`src/rtl/redmule_job_regfile_pkg.sv`:
```
// Shared types and address map for the RedMulE job register target.
// Holds the job FSM states, register offsets and descriptor view helpers.
package redmule_job_regfile_pkg;

    localparam int unsigned SYS_DATA_WIDTH = 32;
    localparam int unsigned NUM_CFG_REGS   = 6;

    localparam logic [31:0] REDMULE_TRIG_OFFS   = 32'h0000_0000;
    localparam logic [31:0] REDMULE_STATUS_OFFS = 32'h0000_0004;
    localparam logic [31:0] REDMULE_CFG_BASE    = 32'h0000_0040;

    typedef enum logic [1:0] {
        IDLE    = 2'd0,
        PENDING = 2'd1,
        RUNNING = 2'd2
    } job_state_e;

    typedef struct packed {
        logic [31:0] x_ptr;
        logic [31:0] w_ptr;
        logic [31:0] z_ptr;
        logic [15:0] m;
        logic [15:0] k;
        logic [31:0] n;
        logic [31:0] arith;
    } redmule_job_t;

    // Word 3 carries K in the upper half and M in the lower half.
    function automatic redmule_job_t unpack_job(
        input logic [NUM_CFG_REGS*SYS_DATA_WIDTH-1:0] words
    );
        redmule_job_t job;
        job.x_ptr = words[0*SYS_DATA_WIDTH +: SYS_DATA_WIDTH];
        job.w_ptr = words[1*SYS_DATA_WIDTH +: SYS_DATA_WIDTH];
        job.z_ptr = words[2*SYS_DATA_WIDTH +: SYS_DATA_WIDTH];
        job.m     = words[3*SYS_DATA_WIDTH +: SYS_DATA_WIDTH/2];
        job.k     = words[3*SYS_DATA_WIDTH + SYS_DATA_WIDTH/2 +: SYS_DATA_WIDTH/2];
        job.n     = words[4*SYS_DATA_WIDTH +: SYS_DATA_WIDTH];
        job.arith = words[5*SYS_DATA_WIDTH +: SYS_DATA_WIDTH];
        return job;
    endfunction

    function automatic logic job_has_zero_dim(input redmule_job_t job);
        return (job.m == 16'd0) || (job.k == 16'd0) || (job.n == 32'd0);
    endfunction

endpackage

```
`src/rtl/redmule_job_regfile_if.sv`:
```
// Peripheral request/response bus between the RedMulE decoder and the job regfile.
interface redmule_job_regfile_if #(
    parameter int unsigned AddrWidth    = 32,
    parameter int unsigned SysDataWidth = 32,
    parameter int unsigned IdWidth      = 1
);
    logic                      req;
    logic                      gnt;
    logic [AddrWidth-1:0]      add;
    logic                      wen;
    logic [SysDataWidth/8-1:0] be;
    logic [SysDataWidth-1:0]   data;
    logic [IdWidth-1:0]        id;
    logic                      r_valid;
    logic [SysDataWidth-1:0]   r_data;
    logic [IdWidth-1:0]        r_id;

    modport master (
        output req, add, wen, be, data, id,
        input  gnt, r_valid, r_data, r_id
    );

    modport slave (
        input  req, add, wen, be, data, id,
        output gnt, r_valid, r_data, r_id
    );
endinterface

```
`src/rtl/redmule_job_regfile_staging.sv`:
```
// Byte-enabled staging bank for the next job's config words plus a per-word written mask.
module redmule_job_regfile_staging
    import redmule_job_regfile_pkg::*;
#(
    parameter int unsigned SysDataWidth = SYS_DATA_WIDTH,
    parameter int unsigned NumCfgRegs   = NUM_CFG_REGS,
    parameter int unsigned IdxWidth     = $clog2(NumCfgRegs)
) (
    input  logic                               clk,
    input  logic                               rst,
    input  logic                               clear,
    input  logic                               wr_en,
    input  logic [IdxWidth-1:0]                wr_idx,
    input  logic [SysDataWidth/8-1:0]          wr_be,
    input  logic [SysDataWidth-1:0]            wr_data,
    input  logic                               mask_clr,
    output logic [NumCfgRegs*SysDataWidth-1:0] words,
    output logic                               all_written
);
    localparam int unsigned NumBytes = SysDataWidth / 8;

    logic [SysDataWidth-1:0] word_r [NumCfgRegs];
    logic [NumCfgRegs-1:0]   mask_r;

    // Staging words and written mask; a write and a mask clear never coincide on the bus.
    always_ff @(posedge clk) begin
        if (rst || clear) begin
            for (int i = 0; i < NumCfgRegs; i++) begin
                word_r[i] <= '0;
            end
            mask_r <= '0;
        end else if (wr_en) begin
            for (int i = 0; i < NumCfgRegs; i++) begin
                if (wr_idx == IdxWidth'(i)) begin
                    for (int b = 0; b < NumBytes; b++) begin
                        if (wr_be[b]) begin
                            word_r[i][b*8 +: 8] <= wr_data[b*8 +: 8];
                        end
                    end
                    mask_r[i] <= 1'b1;
                end
            end
        end else if (mask_clr) begin
            mask_r <= '0;
        end
    end

    // Flatten the bank into the descriptor word order.
    always_comb begin
        words = '0;
        for (int i = 0; i < NumCfgRegs; i++) begin
            words[i*SysDataWidth +: SysDataWidth] = word_r[i];
        end
    end

    assign all_written = &mask_r;

endmodule

```
`src/rtl/redmule_job_regfile.sv`:
```
// RedMulE job register target: stages config writes, launches one descriptor per trigger,
// hands it to the engine with valid/ready and signals job completion.
module redmule_job_regfile
    import redmule_job_regfile_pkg::*;
#(
    parameter int unsigned SysDataWidth = SYS_DATA_WIDTH,
    parameter int unsigned NumCfgRegs   = NUM_CFG_REGS,
    parameter int unsigned AddrWidth    = 32,
    parameter int unsigned IdWidth      = 1
) (
    input  logic                               clk_i,
    input  logic                               rst_i,
    input  logic                               clear_i,
    redmule_job_regfile_if.slave               periph,
    output logic                               cfg_complete_o,
    output logic                               job_valid_o,
    input  logic                               job_ready_i,
    output logic [NumCfgRegs*SysDataWidth-1:0] job_cfg_o,
    input  logic                               done_i,
    output logic                               evt_o,
    output logic                               busy_o
);
    localparam int unsigned IdxWidth  = $clog2(NumCfgRegs);
    localparam int unsigned WordWidth = AddrWidth - 2;
    localparam logic [WordWidth-1:0] TrigWord   = WordWidth'(REDMULE_TRIG_OFFS[31:2]);
    localparam logic [WordWidth-1:0] StatusWord = WordWidth'(REDMULE_STATUS_OFFS[31:2]);
    localparam logic [WordWidth-1:0] CfgFirst   = WordWidth'(REDMULE_CFG_BASE[31:2]);
    localparam logic [WordWidth-1:0] CfgEnd     = CfgFirst + WordWidth'(NumCfgRegs);

    job_state_e                       state_r, state_n;
    logic [WordWidth-1:0]             word_addr_s;
    logic [IdxWidth-1:0]              wr_idx_s;
    logic                             stage_wr_s, trig_s, launch_s, zero_dim_s, all_written_s;
    logic                             err_r, evt_r, r_valid_r, addr_unused_s;
    logic [SysDataWidth-1:0]          read_data_s, r_data_r;
    logic [IdWidth-1:0]               r_id_r;
    logic [NumCfgRegs*SysDataWidth-1:0] staged_s, job_r;

    assign word_addr_s   = periph.add[AddrWidth-1:2];
    assign addr_unused_s = ^periph.add[1:0];
    assign wr_idx_s      = IdxWidth'(word_addr_s - CfgFirst);
    assign stage_wr_s    = periph.req && !periph.wen &&
                           (word_addr_s >= CfgFirst) && (word_addr_s < CfgEnd);

    // Staging writes stall while a descriptor waits for the engine so it cannot change under it.
    always_comb begin
        periph.gnt = periph.req;
        if (stage_wr_s && (state_r == PENDING)) begin
            periph.gnt = 1'b0;
        end else begin
            periph.gnt = periph.req;
        end
    end

    assign trig_s         = periph.gnt && !periph.wen && (word_addr_s == TrigWord);
    assign cfg_complete_o = all_written_s && (state_r == IDLE);
    assign launch_s       = trig_s && cfg_complete_o;
    assign zero_dim_s     = job_has_zero_dim(unpack_job(staged_s));

    redmule_job_regfile_staging #(
        .SysDataWidth (SysDataWidth),
        .NumCfgRegs   (NumCfgRegs),
        .IdxWidth     (IdxWidth)
    ) i_staging (
        .clk         (clk_i),
        .rst         (rst_i),
        .clear       (clear_i),
        .wr_en       (stage_wr_s && periph.gnt),
        .wr_idx      (wr_idx_s),
        .wr_be       (periph.be),
        .wr_data     (periph.data),
        .mask_clr    (launch_s),
        .words       (staged_s),
        .all_written (all_written_s)
    );

    // Status readback; every other read address returns zero.
    always_comb begin
        read_data_s = '0;
        if (periph.req && periph.wen && (word_addr_s == StatusWord)) begin
            read_data_s = SysDataWidth'({err_r, state_r == PENDING, state_r != IDLE});
        end else begin
            read_data_s = '0;
        end
    end

    // Job FSM next state; zero-dimension descriptors never leave IDLE.
    always_comb begin
        state_n = state_r;
        case (state_r)
            IDLE: begin
                if (launch_s && !zero_dim_s) state_n = PENDING;
                else                         state_n = IDLE;
            end
            PENDING: begin
                if (job_ready_i) state_n = RUNNING;
                else             state_n = PENDING;
            end
            RUNNING: begin
                if (done_i) state_n = IDLE;
                else        state_n = RUNNING;
            end
            default: state_n = IDLE;
        endcase
    end

    // State, descriptor, sticky error, event and registered bus response.
    always_ff @(posedge clk_i) begin
        if (rst_i || clear_i) begin
            state_r   <= IDLE;
            job_r     <= '0;
            err_r     <= 1'b0;
            evt_r     <= 1'b0;
            r_valid_r <= 1'b0;
            r_data_r  <= '0;
            r_id_r    <= '0;
        end else begin
            state_r   <= state_n;
            if (launch_s) begin
                job_r <= staged_s;
            end
            err_r     <= err_r || (trig_s && (!cfg_complete_o || zero_dim_s));
            evt_r     <= (launch_s && zero_dim_s) || ((state_r == RUNNING) && done_i);
            r_valid_r <= periph.gnt;
            if (periph.gnt) begin
                r_data_r <= read_data_s;
                r_id_r   <= periph.id;
            end
        end
    end

    assign periph.r_valid = r_valid_r;
    assign periph.r_data  = r_data_r;
    assign periph.r_id    = r_id_r;
    assign job_valid_o    = (state_r == PENDING);
    assign busy_o         = (state_r != IDLE);
    assign job_cfg_o      = job_r;
    assign evt_o          = evt_r;

endmodule

```
`src/flat_wrapper.sv`:
```
// flat-port wrapper written by rule: the top's interface ports become plain ports
module redmule_job_regfile_flat import redmule_job_regfile_pkg::*;
#(
    parameter int unsigned SysDataWidth = SYS_DATA_WIDTH,
    parameter int unsigned NumCfgRegs   = NUM_CFG_REGS,
    parameter int unsigned AddrWidth    = 32,
    parameter int unsigned IdWidth      = 1
)
  (clk_i, rst_i, clear_i, cfg_complete_o, job_valid_o, job_ready_i, job_cfg_o, done_i, evt_o, busy_o, periph_req, periph_add, periph_wen, periph_be, periph_data, periph_id, periph_gnt, periph_r_valid, periph_r_data, periph_r_id);
  redmule_job_regfile_if #(.AddrWidth(AddrWidth), .SysDataWidth(SysDataWidth), .IdWidth(IdWidth)) periph_i ();
  input  logic clk_i;
  input  logic rst_i;
  input  logic clear_i;
  output logic cfg_complete_o;
  output logic job_valid_o;
  input  logic job_ready_i;
  output logic [NumCfgRegs*SysDataWidth-1:0] job_cfg_o;
  input  logic done_i;
  output logic evt_o;
  output logic busy_o;
  input wire logic [$bits(periph_i.req)-1:0] periph_req;
  input wire logic [$bits(periph_i.add)-1:0] periph_add;
  input wire logic [$bits(periph_i.wen)-1:0] periph_wen;
  input wire logic [$bits(periph_i.be)-1:0] periph_be;
  input wire logic [$bits(periph_i.data)-1:0] periph_data;
  input wire logic [$bits(periph_i.id)-1:0] periph_id;
  output wire logic [$bits(periph_i.gnt)-1:0] periph_gnt;
  output wire logic [$bits(periph_i.r_valid)-1:0] periph_r_valid;
  output wire logic [$bits(periph_i.r_data)-1:0] periph_r_data;
  output wire logic [$bits(periph_i.r_id)-1:0] periph_r_id;
  assign periph_i.req = periph_req;
  assign periph_i.add = periph_add;
  assign periph_i.wen = periph_wen;
  assign periph_i.be = periph_be;
  assign periph_i.data = periph_data;
  assign periph_i.id = periph_id;
  assign periph_gnt = periph_i.gnt;
  assign periph_r_valid = periph_i.r_valid;
  assign periph_r_data = periph_i.r_data;
  assign periph_r_id = periph_i.r_id;
  redmule_job_regfile #(.SysDataWidth(SysDataWidth), .NumCfgRegs(NumCfgRegs), .AddrWidth(AddrWidth), .IdWidth(IdWidth)) u_core (.clk_i(clk_i), .rst_i(rst_i), .clear_i(clear_i), .periph(periph_i), .cfg_complete_o(cfg_complete_o), .job_valid_o(job_valid_o), .job_ready_i(job_ready_i), .job_cfg_o(job_cfg_o), .done_i(done_i), .evt_o(evt_o), .busy_o(busy_o));
endmodule
```
`config.mk`:
```
export PLATFORM = sky130hd
export DESIGN_NAME = redmule_job_regfile_flat
export DESIGN_NICKNAME = d
export VERILOG_FILES = /design/src/rtl/redmule_job_regfile_pkg.sv /design/src/rtl/redmule_job_regfile_if.sv /design/src/rtl/redmule_job_regfile_staging.sv /design/src/rtl/redmule_job_regfile.sv /design/src/flat_wrapper.sv
export SDC_FILE = /design/constraint.sdc
export NUM_CORES = 1
export LEC_CHECK = 0
export BUFFER_PORTS_ARGS = -buffer_cell sky130_fd_sc_hd__buf_2
export CAP_MARGIN = 10
export CORE_AREA = 8 8 226 228
export DETAILED_ROUTE_END_ITERATION = 8
export DIE_AREA = 0 0 234 236
export GPL_TIMING_DRIVEN = 0
export HOLD_SLACK_MARGIN = 0.06
export PLACE_DENSITY = 0.64
export SETUP_SLACK_MARGIN = 0.5
export SLEW_MARGIN = 20
export SYNTH_ARGS = -nofsm -noshare
export SYNTH_HDL_FRONTEND = slang
export SYNTH_HIERARCHICAL = 1
export SYNTH_SLANG_ARGS = --single-unit
```
`constraint.sdc`:
```
create_clock -name clk_i -period 5.3 [get_ports clk_i]
set_input_delay 0 -clock clk_i [delete_from_list [all_inputs] [get_ports clk_i]]
set_output_delay 0 -clock clk_i [all_outputs]
set_load 0.01 [all_outputs]
```
# Word level (Yosys, flattened, before mapping)
# Memory sizes are Yosys's and may differ from the RTL's. A register that Yosys moved wholly into a read port is not among the register bits.
# Cells that the tools add are included.
word_totals:
  output_inout_bits: 231
  word_cells: 234
  ramBits: 192
  memories: 1
  inputBits: 76
  regBits: 236
memory_table:
  columns: ["name", "words", "word_bits", "rd", "rd_clocked_by_memory_dff", "write_ports", "line", "source"]
  rows:
  - ["u_core.i_staging.word_r", 6, 32, 6, 4, 6, "redmule_job_regfile_staging.sv:22", "logic [SysDataWidth-1:0] word_r [NumCfgRegs];"]
classes:
  eq_ne: 14
  addsub: 1
  n_lt_le_gt_ge: 2
  reduce_logical: 39
  bitwise: 24
  n_mux: 140
op_table:
  columns: ["cell", "n"]
  rows:
  - ["$mux 8", 24]
  - ["$mux 1", 110]
  - ["$logic_not 16->1", 2]
  - ["$logic_not 32->1", 1]
  - ["$eq 30x1->1 const B", 1]
  - ["$ge 30x5->1 const B", 1]
  - ["$logic_not 30->1", 1]
  - ["$lt 30x5->1 const B", 1]
  - ["$or 1x1->1", 24]
  - ["$logic_and 1x1->1", 15]
  - ["$mux 6", 2]
  - ["$ne 2x1->1 const B", 6]
  - ["$reduce_and 2->1", 6]
  - ["$eq 3x2->1 const B", 2]
  - ["$eq 3x3->1 const B", 2]
  - ["$logic_or 1x1->1", 6]
  - ["$pmux 2 s3", 1]
  - ["$reduce_and 6->1", 1]
  - ["$mux 2", 2]
  - ["$reduce_bool 2->1", 2]
  - ["$eq 3x1->1 const B", 1]
  - ["$logic_not 1->1", 3]
  - ["$logic_not 3->1", 1]
  - ["$mux 3", 1]
  - ["other kinds (4)", 4]

# Depth between registers and ports, before layout
logic_depth:
  depth_word: 12
  ltp_mapped: 8
  ltp_nobuf: 7

# Hierarchy
# The synthesis kept the hierarchy.
by_module_without_submodules:
  columns: ["module", "cells_per_inst", "seq_area_each_um2", "instances", "area_per_inst_um2"]
  rows:
  - ["redmule_job_regfile", 946, 4023.9, 1, 8430.6]
  - ["redmule_job_regfile_staging", 507, 5885.6, 1, 7931.4]

# Least setup slack after synthesis
# No wires, ideal clock.
synth_timing:
  path_type: "input to register"
  startpoint: "input port periph_add[7]"
  endpoint: "memory u_core.i_staging.word_r[0][0], enable pin"
  required_time_ps: 4971
  setup_slack_ps: 2632
  setup_time_ps: 329
  arrival_ps: 2339
  cell_stages: 8
  path_buffers: 1
  path_cell_list: "or4_1 > nor3_2 > nand3_1 > nor3_1 > buf_2 > nor4b_4 > nand2_1 > nand2_1"
synth_rtl:
  columns: ["item", "line", "source"]
  rows:
  - ["from (decl)", "flat_wrapper.sv:22", "input wire logic [$bits(periph_i.add)-1:0] periph_add;"]
  - ["to (decl)", "redmule_job_regfile_staging.sv:22", null]

==> results.toml <==
[clocking]
cts_root_buffer = "clkbuf_16"
cts_tree = "yes"
cts_buffer_depth = 3
post_cts_resize_count = 0
cts_sinks = 399
htreeDepth = 2
clk_pin_slew_worst_paths_ns = 0.06
cts-buffers-inserted = 44
post_cts_buffers = 0
clkLatencyLatePin_ns = 0.56

[synthesis]
synth.most_common_cell = "nand2_1"
avgSynthCellArea_um2 = 11.3
synthTopCellsByArea = "edfxtp_1 35%, dfxtp_1 25%, mux2i_1 12%, nand2_1 10%, and2_1 7.4%"
synth_top_area_share_pct = 35.2
syn_inst = 1453
synthesis.area_um2 = 16400
synth_seq_cells = 399
synth_async_sr_flop_share_pct = 0
ys_types = 43
ys.flop_type = "dfxtp_1"
synthTopCellsByCount = "442 x nand2_1, 207 x dfxtp_1, 193 x and2_1, 193 x mux2i_1, 192 x edfxtp_1"
yosysSeqAreaShare_pct = 60.6
yosysWarnings = 6
synth.largest_area_cell = "edfxtp_1"
synth_edf_count = 192

[cells_and_area]
fillers = 4430
area_growth_pct = 25.3
layout.nets = 1930
fin_area_um2 = 20500
final_cell_count_no_fill = 2507
drive_above_1_share_pct = 23.1
multi_input_area_um2 = 5900
seq_area_um2 = 9910

[routing]
top_layer_used = "met5"
wire_per_inst_um = 20.1
vias = 11700
dr.pass1.iters = 7
routed_via_density = 4.65
finalWirelength_um = 50400
drcViolationCount = 0
routed-wl-met2_um = 24900
wl_met1_um = 21300
wl_met3_um = 2900
detail-route-antenna-nets = 0
drt_iter0_drc = 689

[timing]
finalHoldViolCount = 0
whs_ns = 0.115
max_freq_ghz = 0.220
worst_pin_slew_ns = 1.09
fin_worst_skew_ns = 0.0222
rsz0062_at_grt = "false"
setup_violations = 0
tns_ns = 0
worst_slack_ns = 0.763
fin_crit_sh_pct = 85.6
relSlewSlack_pct = 26.6
period_minus_slack_ns = 4.54
slew_viol_final = 0

[placement]
numPortBuffers = 275
dp_slack_ns = 1.74
dp.cells = 2371
hpwlAfterDp_um = 38000
dpl_cell_area_um2 = 18600
gp_congestion = 0.784

[grt]
grt_pass1_wl_um = 74000
grt_usage_pct = 17.8
antenna_found_initial = 17
overflow = 0
grt_start_max_net_pins = 15
grt_pass1_vias = 12000

[worst_setup_path]
cp_data_arrival_time_ns = 4.74
ff2ff_setup_slack_ns = 2.09
worstSetupPathType = "in -> reg"
critPathCaptureType = "register"
worst_setup_path_start_kind = "input port"
crit_required_ns = 5.50
cp_max_fo = 10

[floorplan]
fp.coreArea_um2 = 47300
initial_core_util_pct = 34.6
die-height_um = 236
top_level_ports = 307
rows = 80
die_w_um = 234
die-area_um2 = 55200

[job]
drv_cap = 0

[power_and_ir_drop]
power_density_nw_per_um2 = 316
ir_drop_uv = 157
power_leakage_uw = 0.00807

[run_status]
outcome = "finished clean"

[hold_path]
hp-class = "in -> reg"
-- layout by cell type (no fill, tap or decap), types with 3 or more instances in the layout --
cell	instances
a21oi_1	8
and2_1	193
and4bb_2	3
buf_2	285
buf_4	31
buf_6	16
clkbuf_1	57
clkbuf_16	47
clkbuf_8	5
clkinv_1	5
clkinv_2	10
conb_1	29
dfxtp_1	207
diode_2	5
dlygate4sd3_1	52
edfxtp_1	192
inv_1	3
mux2i_1	193
nand2_1	442
nand2b_1	4
nand4_1	6
nand4bb_4	3
nor2_1	15
nor2_4	24
nor4_1	21
or3b_1	4
or4_1	3
-- timing repair --
action                                  CTS  global route
hold endpoints to repair                203             0
endpoints found under the setup margin    0             0
hold buffers                             52             0
-- logic make-up after synthesis --
family | count (synthesis) | share of synthesized area [%]
AO/OA/AOI/OAI | 18 | 0.734
other | 1 | 0.0229
multiplexers | 193 | 11.8
buffers and inverters | 108 | 4.01
flip-flops | 399 | 60.6
AND/OR/NAND/NOR | 734 | 22.9
-- registers in the layout, indices dropped and copies added (netlist names), 2 cells and up --
register / flops
u_core/i_staging/mask_r: 6
u_core/i_staging/word_r: 192
u_core/job_cfg_o: 192
u_core/periph.r_data: 3
u_core/state_r: 2
-- metrics by stage --
stage / power, uW / util [%]
after floorplan: 3490 / -
after global placement: 3630 / 39.3
after detailed placement: 3630 / 39.3
after CTS: 6560 / 43.3
after global routing: 6700 / 43.3
final: 6490 / 43.3
-- layout make-up --
class,count,share of cell area (%)
Clock buffer,63,6.27
Clock inverter,16,0.366
Sequential cell,399,48.3
Multi-Input combinational cell,974,28.8
Inverter,3,0.0549
Timing Repair Buffer,327,9.25
Buffer,105,3.14
Tap cell,615,3.75
Antenna cell,5,0.0610
-- final timing paths --
path                                startpoint                                            to  cells past startpoint
max                              periph_add[8]  u_core/i_staging/word_r[0][10]$_SDFFCE_PN0P_                     12
min                               periph_be[0]   u_core/i_staging/word_r[4][5]$_SDFFCE_PN0P_                      3
max reg2reg       u_core/state_r[1]$_SDFF_PP0_  u_core/i_staging/word_r[0][10]$_SDFFCE_PN0P_                      7
min reg2reg  u_core/job_cfg_o[10]$_SDFFE_PP0P_             u_core/job_cfg_o[10]$_SDFFE_PP0P_                      2
-- where the power goes --
group          total (uW)  internal, uW  switching, uW
Combinational         286          86.3            200
Sequential           3300          3280           23.6
Clock                2900          1680           1220
Total                6490          5050           1440
-- worst max-delay path, cell delays in order --
cell and delay [ns]:
dlygate4sd3_1 0.53, buf_2 0.11, or4_1 0.38, dlygate4sd3_1 0.56, nor2_1 0.16, dlygate4sd3_1 0.58
nand3_1 0.17, nor3_1 0.92, buf_2 0.41, nor4b_4 0.47, nand2_1 0.10, nand2_1 0.32
-- per-layer routing --
layer	GRT usage [%]	up-vias
li1	-	5633
met1	21.8	5595
met2	30.8	341
met3	3.79	76
met4	5.61	6
met5	0	-
Note: power is estimated with default switching activity, not from simulation.
